File: src/rtl/elevator_controller.sv
// Elevator car sequencer.
// Latches floor calls, serves them with a collective (SCAN) policy, and times
// the floor-to-floor travel and the door dwell from an external tick. The
// floor number and direction status drive the seven-segment display directly.
module elevator_controller #(
  parameter int NUM_FLOORS = 10,  // 2..10, so the floor index fits one digit
  parameter int MOVE_TICKS = 4,   // ticks to travel one floor, >= 1
  parameter int DOOR_TICKS = 6    // ticks the door stays open, >= 1
) (
  input  logic                  clk,
  input  logic                  rst,
  input  logic                  tick,
  input  logic [NUM_FLOORS-1:0] call_req,
  output logic [3:0]            floor,
  output logic [1:0]            status,
  output logic                  door_open,
  output logic [NUM_FLOORS-1:0] pending
);

  // Counter widths; a one-tick phase still needs a 1-bit counter.
  localparam int MW = (MOVE_TICKS > 1) ? $clog2(MOVE_TICKS) : 1;
  localparam int DW = (DOOR_TICKS > 1) ? $clog2(DOOR_TICKS) : 1;

  localparam logic [MW-1:0] MOVE_LAST = MW'(MOVE_TICKS - 1);
  localparam logic [DW-1:0] DOOR_LAST = DW'(DOOR_TICKS - 1);
  localparam logic [3:0]    TOP_FLOOR = 4'(NUM_FLOORS - 1);

  // Status codes as shown on display digit 3 (10 + status: A, b, C).
  localparam logic [1:0] ST_UP     = 2'b00;
  localparam logic [1:0] ST_DOWN   = 2'b01;
  localparam logic [1:0] ST_STABLE = 2'b10;

  typedef enum logic [1:0] {
    IDLE,
    MOVE_UP,
    MOVE_DOWN,
    DOOR
  } state_t;

  typedef enum logic {
    DIR_UP,
    DIR_DOWN
  } dir_t;

  state_t          state;
  dir_t            dir;
  logic [MW-1:0]   move_cnt;
  logic [DW-1:0]   door_cnt;

  // Combinational view of the registered call set relative to the car.
  logic [NUM_FLOORS-1:0] pend_in;   // pending plus this cycle's buttons
  logic [NUM_FLOORS-1:0] cur_oh;    // one-hot of the current floor
  logic [NUM_FLOORS-1:0] up_oh;     // one-hot of the floor above
  logic [NUM_FLOORS-1:0] dn_oh;     // one-hot of the floor below
  logic                  above;
  logic                  below;
  logic                  here_pend;
  logic                  up_pend;
  logic                  dn_pend;
  logic                  door_recall;
  logic                  move_done;
  logic                  door_done;

  // Decode floor masks and the above/below request summaries.
  always_comb begin
    // NOTE: every signal gets a default before the loop so no path leaves it
    // unassigned; a missing default here would infer a latch.
    pend_in = pending | call_req;
    cur_oh  = '0;
    up_oh   = '0;
    dn_oh   = '0;
    above   = 1'b0;
    below   = 1'b0;
    for (int i = 0; i < NUM_FLOORS; i++) begin
      cur_oh[i] = (floor == 4'(i));
      up_oh[i]  = ((floor + 4'd1) == 4'(i));
      // At floor 0 this wraps to 15, which matches no floor index.
      dn_oh[i]  = ((floor - 4'd1) == 4'(i));
      if (4'(i) > floor) above = above | pending[i];
      if (4'(i) < floor) below = below | pending[i];
    end
    here_pend   = |(pending & cur_oh);
    up_pend     = |(pending & up_oh);
    dn_pend     = |(pending & dn_oh);
    // A button at the current floor while the door is open only extends the
    // dwell; it never becomes a pending call.
    door_recall = |(call_req & cur_oh);
    move_done   = tick && (move_cnt == MOVE_LAST);
    door_done   = tick && (door_cnt == DOOR_LAST);
  end

  // Car sequencer: state, direction, counters, call register and outputs.
  always_ff @(posedge clk or posedge rst) begin
    if (rst) begin
      state     <= IDLE;
      dir       <= DIR_UP;
      move_cnt  <= '0;
      door_cnt  <= '0;
      floor     <= 4'd0;
      status    <= ST_STABLE;
      door_open <= 1'b0;
      pending   <= '0;
    end else begin
      // NOTE: all state here uses non-blocking assignment so every branch
      // reads the pre-edge values of pending, floor and the counters.
      pending <= pend_in;

      case (state)
        IDLE: begin
          status    <= ST_STABLE;
          door_open <= 1'b0;
          if (here_pend) begin
            state     <= DOOR;
            door_open <= 1'b1;
            door_cnt  <= '0;
            pending   <= pend_in & ~cur_oh;
          end else if (above && (dir == DIR_UP || !below)) begin
            state    <= MOVE_UP;
            status   <= ST_UP;
            dir      <= DIR_UP;
            move_cnt <= '0;
          end else if (below) begin
            state    <= MOVE_DOWN;
            status   <= ST_DOWN;
            dir      <= DIR_DOWN;
            move_cnt <= '0;
          end
        end

        MOVE_UP: begin
          if (move_done) begin
            move_cnt <= '0;
            floor    <= floor + 4'd1;
            // Stop only if the floor being reached has a call; otherwise a
            // call further up must still exist, so keep travelling.
            if (up_pend) begin
              state     <= DOOR;
              status    <= ST_STABLE;
              door_open <= 1'b1;
              door_cnt  <= '0;
              pending   <= pend_in & ~up_oh;
            end
          end else if (tick) begin
            move_cnt <= move_cnt + 1'b1;
          end
        end

        MOVE_DOWN: begin
          if (move_done) begin
            move_cnt <= '0;
            floor    <= floor - 4'd1;
            if (dn_pend) begin
              state     <= DOOR;
              status    <= ST_STABLE;
              door_open <= 1'b1;
              door_cnt  <= '0;
              pending   <= pend_in & ~dn_oh;
            end
          end else if (tick) begin
            move_cnt <= move_cnt + 1'b1;
          end
        end

        DOOR: begin
          // The served floor stays clear for the whole dwell.
          pending <= pend_in & ~cur_oh;
          if (door_recall) begin
            door_cnt <= '0;
          end else if (door_done) begin
            door_cnt  <= '0;
            door_open <= 1'b0;
            // Keep sweeping the same way while calls remain ahead, then
            // reverse, and only park when nothing is left.
            if (dir == DIR_UP && above) begin
              state    <= MOVE_UP;
              status   <= ST_UP;
              move_cnt <= '0;
            end else if (dir == DIR_DOWN && below) begin
              state    <= MOVE_DOWN;
              status   <= ST_DOWN;
              move_cnt <= '0;
            end else if (dir == DIR_UP && below) begin
              state    <= MOVE_DOWN;
              status   <= ST_DOWN;
              dir      <= DIR_DOWN;
              move_cnt <= '0;
            end else if (dir == DIR_DOWN && above) begin
              state    <= MOVE_UP;
              status   <= ST_UP;
              dir      <= DIR_UP;
              move_cnt <= '0;
            end else begin
              state  <= IDLE;
              status <= ST_STABLE;
            end
          end else if (tick) begin
            door_cnt <= door_cnt + 1'b1;
          end
        end

        default: begin
          state     <= IDLE;
          status    <= ST_STABLE;
          door_open <= 1'b0;
        end
      endcase
    end
  end

  // Being in a move state at the end of the shaft means the scheduler chose
  // a direction with no call ahead; the next arrival would leave the shaft.
  a_no_overrun_top : assert property (@(posedge clk) disable iff (rst)
    !(state == MOVE_UP && floor == TOP_FLOOR));

  a_no_overrun_bottom : assert property (@(posedge clk) disable iff (rst)
    !(state == MOVE_DOWN && floor == 4'd0));

  a_floor_in_range : assert property (@(posedge clk) disable iff (rst)
    floor <= TOP_FLOOR);

endmodule

File: config.mk
export PLATFORM = sky130hd
export DESIGN_NAME = elevator_controller
export DESIGN_NICKNAME = d
export VERILOG_FILES = /design/src/rtl/elevator_controller.sv
export SDC_FILE = /design/constraint.sdc
export NUM_CORES = 1
export LEC_CHECK = 0
export BUFFER_PORTS_ARGS = -buffer_cell sky130_fd_sc_hd__clkbuf_2
export CAP_MARGIN = 0
export CORE_MARGIN = 3
export CORE_UTILIZATION = 35
export CTS_CLUSTER_DIAMETER = 200
export DETAILED_ROUTE_END_ITERATION = 12
export SLEW_MARGIN = 40
export SYNTH_ARGS = -nofsm -noshare
export SYNTH_HDL_FRONTEND = slang
export SYNTH_SLANG_ARGS = --single-unit
File: constraint.sdc
create_clock -name clk -period 5.1 [get_ports clk]
set_clock_uncertainty 0.15 [all_clocks]
set_input_delay 0.255 -clock clk [delete_from_list [all_inputs] [get_ports clk]]
set_output_delay 0.255 -clock clk [all_outputs]
set_load 0.005 [all_outputs]
======== Word level (Yosys, flattened, before mapping) ========
Index checks and enable logic that the tools add are counted.
word-level totals
  memories ................................ 0
  RAM bits ................................ 0
  register bits ........................... 25
  output and inout port bits .............. 17
  latch bits .............................. 0
  word-level logic and storage cells ...... 232
  bits in read-only memories .............. 0
  bits of input ports ..................... 13
cells by class
  eq/ne operators ......................... 48
  add/subtract/negate cells ............... 4
  mux-type cells .......................... 96
  $lt $le $gt $ge ......................... 20
  $mul .................................... 0
  shifts and indexed selects .............. 0
  reduce and logical (&&, ||, !) cells .... 26
  divide/modulo/power cells ............... 0
  bitwise logic cells ..................... 30
operators by type and width
  kind                                                                          number
  2-bit two-way mux                                                             36
  10-bit AND                                                                    7
  10-bit two-way mux                                                            5
  4-bit by 3-bit == test with 1-bit output (second input constant)              12
  10-bit one-hot mux with 4 select lines                                        1
  10-bit OR reduction                                                           4
  1-bit two-way mux                                                             37
  10-bit inverter                                                               3
  4-bit by 2-bit == test with 1-bit output (second input constant)              6
  4-bit == test (second input constant)                                         6
  3-bit two-way mux                                                             8
  2-bit inequality test (second input constant)                                 10
  1-bit bitwise OR                                                              18
  6-bit AND reduction                                                           3
  3-bit by 4-bit > comparator with 1-bit output (first input constant)          4
  3-bit by 4-bit less-than comparator with 1-bit output (first input constant)  4
  2-bit one-hot mux with 4 select lines                                         2
  4-bit by 1-bit == test with 1-bit output (second input constant)              3
  4-bit zero test                                                               3
  3-bit one-hot mux with 4 select lines                                         1
  10-bit bitwise OR                                                             1
  1-bit by 4-bit > comparator with 1-bit output (first input constant)          2
  2-bit by 4-bit > comparator with 1-bit output (first input constant)          2
  4-bit > comparator (first input constant)                                     2
  other kinds (29)                                                              44

======== Depth between registers and ports, before layout ========
  word-level depth ........................ 28
  mapped depth ............................ 12

======== Worst setup path before layout ========
No wires, ideal clock.
  kind .................................... flip-flop to flip-flop
  start ................................... register floor[1]
  end ..................................... register door_cnt[2]
  arrival time ............................ 2.589 ns
  path slack .............................. 2.295 ns
  cell stages (with the launch flop) ...... 11
  required time ........................... 4.885 ns
  setup time .............................. 0.065 ns
  clock period less this slack ............ 2.805 ns
  cells stage by stage .................... dfrtp_1 > buf_6 > inv_1 > ha_1 > buf_2 > a211oi_1 > or4b_1 > a41oi_2 > o21ai_2 > or4_1 > nand2_1
between the ends
  cells in the longest elaborated chain, start to end .. 6
ends and longest elaborated chain
  element                                                                                                       line    RTL
  from (decl)                                                                                                   14      output logic [3:0] floor,
  from (signal assigned)                                                                                        133     floor <= floor + 4'd1;
  from (signal assigned)                                                                                        151     floor <= floor - 4'd1;
  4-bit by 1-bit subtractor with 4-bit output / 4-bit by 1-bit adder with 4-bit output (equally long branches)  78, 76
  4-bit by 1-bit == test with 1-bit output, or another cell as far along                                        78      dn_oh[i] = ((floor - 4'd1) == 4'(i));
  10-bit AND, on equally long branches                                                                          84, 83
  10-bit OR reduction, on equally long branches                                                                 84, 83
  2-bit inequality test (no source line)                                                                        --
  6-bit AND reduction (no source line)                                                                          --
  to (signal assigned)                                                                                          197     door_cnt <= door_cnt + 1'b1;
  to (decl)                                                                                                     48      logic [DW-1:0] door_cnt;
Parallel ways exist; a longest one is shown, timed or not.
A chain may end at the register's enable or synchronous reset.

======== Final worst setup path ========
  start ................................... register floor[1]
  end ..................................... register move_cnt[0]
between the ends
  cells in the longest elaborated chain, start to end .. 27
ends and longest elaborated chain
  element                                                line  RTL
  1-bit by 4-bit less-than comparator with 1-bit output  80    if (4'(i) < floor) below = below | pending[i];
  1-bit two-way mux                                      80
  1-bit bitwise OR                                       80
  1-bit two-way mux                                      80
  1-bit bitwise OR                                       80
  1-bit two-way mux                                      80
  1-bit bitwise OR                                       80
  1-bit two-way mux                                      80
  [... 11 more ...]                                      --
  1-bit two-way mux                                      80
  1-bit logical AND                                      182   end else if (dir == DIR_UP && below) begin
  2-bit two-way mux                                      182
  2-bit two-way mux                                      178   end else if (dir == DIR_DOWN && below) begin
  2-bit two-way mux                                      174   if (dir == DIR_UP && above) begin
  2-bit two-way mux                                      169   end else if (door_done) begin
  2-bit two-way mux                                      167   if (door_recall) begin
  2-bit one-hot mux with 3 select lines                  108   case (state)
  to (signal assigned)                                   144   move_cnt <= move_cnt + 1'b1;
  to (signal assigned)                                   160   move_cnt <= move_cnt + 1'b1;
  to (decl)                                              47    logic [MW-1:0] move_cnt;
Parallel ways exist; a longest one is shown, timed or not. The select of a mux whose other input is x is not followed.

==> impl_metrics.py <==
metrics = {
    "clock_tree": {
        "cts_buffers": 3,
        "clock_sinks": 25,
        "cts_setup_buffers": 0,
        "cts_root_buf": "clkbuf_8",
        "clock_latency_ps": 280,
        "cts_buffer_depth": 2,
        "clk_pin_slew_ps": 110,
        "cts_tree": "done",
        "h-tree-depth": 1,
    },
    "critical_path": {
        "end_kind": "flop",
        "crit_type": "reg2reg",
        "worst_ep_arrival_time_ps": 3790,
        "crit_path_cell_trace": "inv_1 > ha_1 > a211oi_1 > a21oi_1 > nor4_1 > o21a_1 > nand2_1 > o2111ai_1 > mux2_2",
        "path_delay_family": "compound AO/OA/AOI/OAI gates",
        "critPathMaxFanout": 19,
        "start_kind": "flop",
        "crit_required_ps": 5130,
        "max_stage_delay_ps": 800,
        "cp_slowest_cell": "dfrtp_1",
        "cp_num_buf_inv": 1,
    },
    "power": {
        "clkPwrFrac_pct": 6.3,
        "p_int_uw": 950,
        "power_density_mw_per_mm2": 767,
        "leakagePower_nw": 1.14,
        "power_mw": 2.17,
        "p_seq_share_pct": 22.1,
        "combPwrFrac_pct": 71.6,
        "ir_drop_mv": 0.313,
        "p_switching_mw": 1.22,
        "p_sw_share_pct": 56.2,
    },
    "timing": {
        "setup_ws_ps": 1340,
        "worst_pin_slew_ps": 812,
        "tns_ps": 0,
        "finalHoldViolCount": 0,
        "hold_slack_ps": 70.8,
        "fin_crit_sh_pct": 73.7,
        "setup_viol_count_final": 0,
        "fmax_mhz": 266,
        "relSlewSlack_pct": 45.2,
        "grt_setup_unrepaired": "no",
        "fin_crit_ps": 3760,
        "slew_violations": 0,
    },
    "global_route": {
        "grt_pass1_wl_um": 13600,
        "grt_use_total_pct": 19.8,
        "first_global_vias": 2517,
        "grt_max_degree": 36,
        "antenna_found_initial": 0,
        "grt.overflow.total": 0,
    },
    "die": {
        "initial_utilization_pct": 37.3,
        "core-area_mm2": 0.00706,
        "die_h_um": 92.7,
        "die_area_mm2": 0.00860,
        "placementRows": 30,
        "ios": 30,
        "die_x_um": 92.7,
    },
    "detailed_routing": {
        "drc_errors": 0,
        "first_iter_violations": 499,
        "drt-pass1-iter-count": 7,
        "antenna_left": 0,
        "wirelength_um": 8370,
        "avgRoutedWirePerCell_um": 19.2,
        "vias": 2732,
        "via_per_inst": 6.27,
    },
    "yosys": {
        "syn-mean-instance-area_um2": 7.93,
        "synthTopCellsByArea": "dfrtp_1, ha_1, nand2_1",
        "synth_xor_area_share_pct": 1.66,
        "synth_top_area_cell": "dfrtp_1",
        "syn_area_mm2": 0.00263,
        "ys_async_sr_fraction_pct": 100,
        "synth_warnings": 0,
        "ys_ff_latch": 25,
        "synthCells": 332,
        "synth_cell_types": 70,
        "synth_compound_area_share_pct": 34.5,
        "yosys.area_share.simple_pct": 20.7,
        "synthMuxAreaShare_pct": 3.99,
        "synth.net_count": 360,
        "synth-seq-area-share_pct": 23.8,
        "synth_commonest_cells": "nand2_1, nor2_1, dfrtp_1",
        "synth.most_common_cell": "nand2_1",
        "yosysTopAreaCellShare_pct": 22.8,
        "synthAdderAreaFrac_pct": 7.51,
        "synth_edf_count": 0,
        "synth_top_family_by_area": "compound AO/OA/AOI/OAI gates",
        "synth-main-ff-cell": "dfrtp_1",
    },
    "hold_path": {
        "hold_class": "in2reg",
    },
    "placed_design": {
        "placed_cell_area_mm2": 0.00277,
        "portBuffers": 29,
        "place_congestion": 0.912,
        "dp_slack_ps": 1370,
        "place_inst": 431,
        "hpwlAfterDp_um": 5940,
    },
    "layout": {
        "drive_gt1_share_pct": 15.9,
        "final_nets": 369,
        "area_growth_pct": 7.51,
        "finalNonFillerCells": 436,
        "final_core_util_pct": 40.1,
        "antenna_cells": 0,
        "final_area_mm2": 0.00283,
        "fillers": 763,
    },
    "outcome": {
        "status": "completed",
    },
    "run": {
        "maxCapViolCount": 0,
    },
}
-- metal layers --
layer,vias up,track usage [%],routed length (um),part of all wire (%)
met5,-,0,0,0
met4,0,3.91,157,1.9
met3,14,3.41,687,8.2
met2,130,31.8,3820,46
met1,1316,27.9,3710,44
li1,1272,-,-,-
-- final timing paths --
path                              from           to  slack [ps]  depth (start not counted)
setup / recovery              floor[1]  move_cnt[0]        1340                          9
hold / removal             call_req[1]   pending[1]          70                          3
setup reg to reg              floor[1]  move_cnt[0]        1340                          9
hold reg to reg              door_open    door_open         350                          2
max in group asynchronous          rst     floor[3]        3990                          3
min in group asynchronous          rst     floor[2]         400                          3
-- flip-flops by register name, indices dropped and copies added (netlist names) --
name,cells
door_cnt,3
pending,10
state,2
dir,1
door_open,1
floor,4
move_cnt,2
status,2
-- area by class of cell --
| class | instances | area [um^2] | area share [%] |
|---|---|---|---|
| Sequential cell | 25 | 628 | 22.2 |
| Timing Repair Buffer | 32 | 170 | 6.01 |
| Tap cell | 96 | 120 | 4.24 |
| Multi-Input combinational cell | 263 | 1800 | 63.7 |
| Clock buffer | 3 | 41.3 | 1.46 |
| Inverter | 16 | 60.1 | 2.12 |
| Clock inverter | 1 | 8.76 | 0.309 |
-- cells by family after synthesis --
group / Yosys count
adder cells (fa/ha/maj): 16
buffers and inverters: 44
AND/OR/NAND/NOR: 112
AO/OA/AOI/OAI: 120
XOR/XNOR: 5
flip-flops: 25
multiplexers: 10
-- worst register-to-register path, stage by stage, from the launching register on --
cell and delay [ps]:
dfrtp_1 800, inv_1 240, ha_1 410, a211oi_1 290, a21oi_1 90, nor4_1 550, o21a_1 340, nand2_1 100
o2111ai_1 310, mux2_2 370
-- power by group through the flow --
stage	Sequential, mW	Combinational, mW	Clock (mW)
after floorplan	0.368	1.26	0
after detailed placement	0.481	1.52	0
after global placement	0.476	1.52	0
final	0.479	1.55	0.136
after CTS	0.476	1.53	0.142
after global routing	0.499	1.71	0.148
-- cells in the final DEF, fill, tap and decap left out, types with 3 or more instances in the layout --
cell type	n
a22oi_1	8
mux2_2	3
o21a_1	4
a222oi_1	8
a31oi_1	5
inv_1	15
a221oi_1	10
nand3_1	7
nand2_1	42
nor3_1	4
a211oi_1	7
o2111ai_1	3
a21oi_1	19
dfrtp_1	23
o31ai_1	3
nor3b_1	3
nor4_1	3
o21ai_0	17
clkbuf_2	29
clkbuf_8	3
ha_1	14
mux2i_1	6
xor2_1	4
nand2b_1	7
nor2_1	28
o22ai_1	6
-- repair_timing --
| item | 4_1_cts | 5_1_grt |
|---|---|---|
| endpoints found under the hold margin | 24 | 0 |
| gates resized for setup | 0 | 0 |
| hold buffers | 1 | 0 |
No activity file was read; power rests on OpenSTA's default activity.
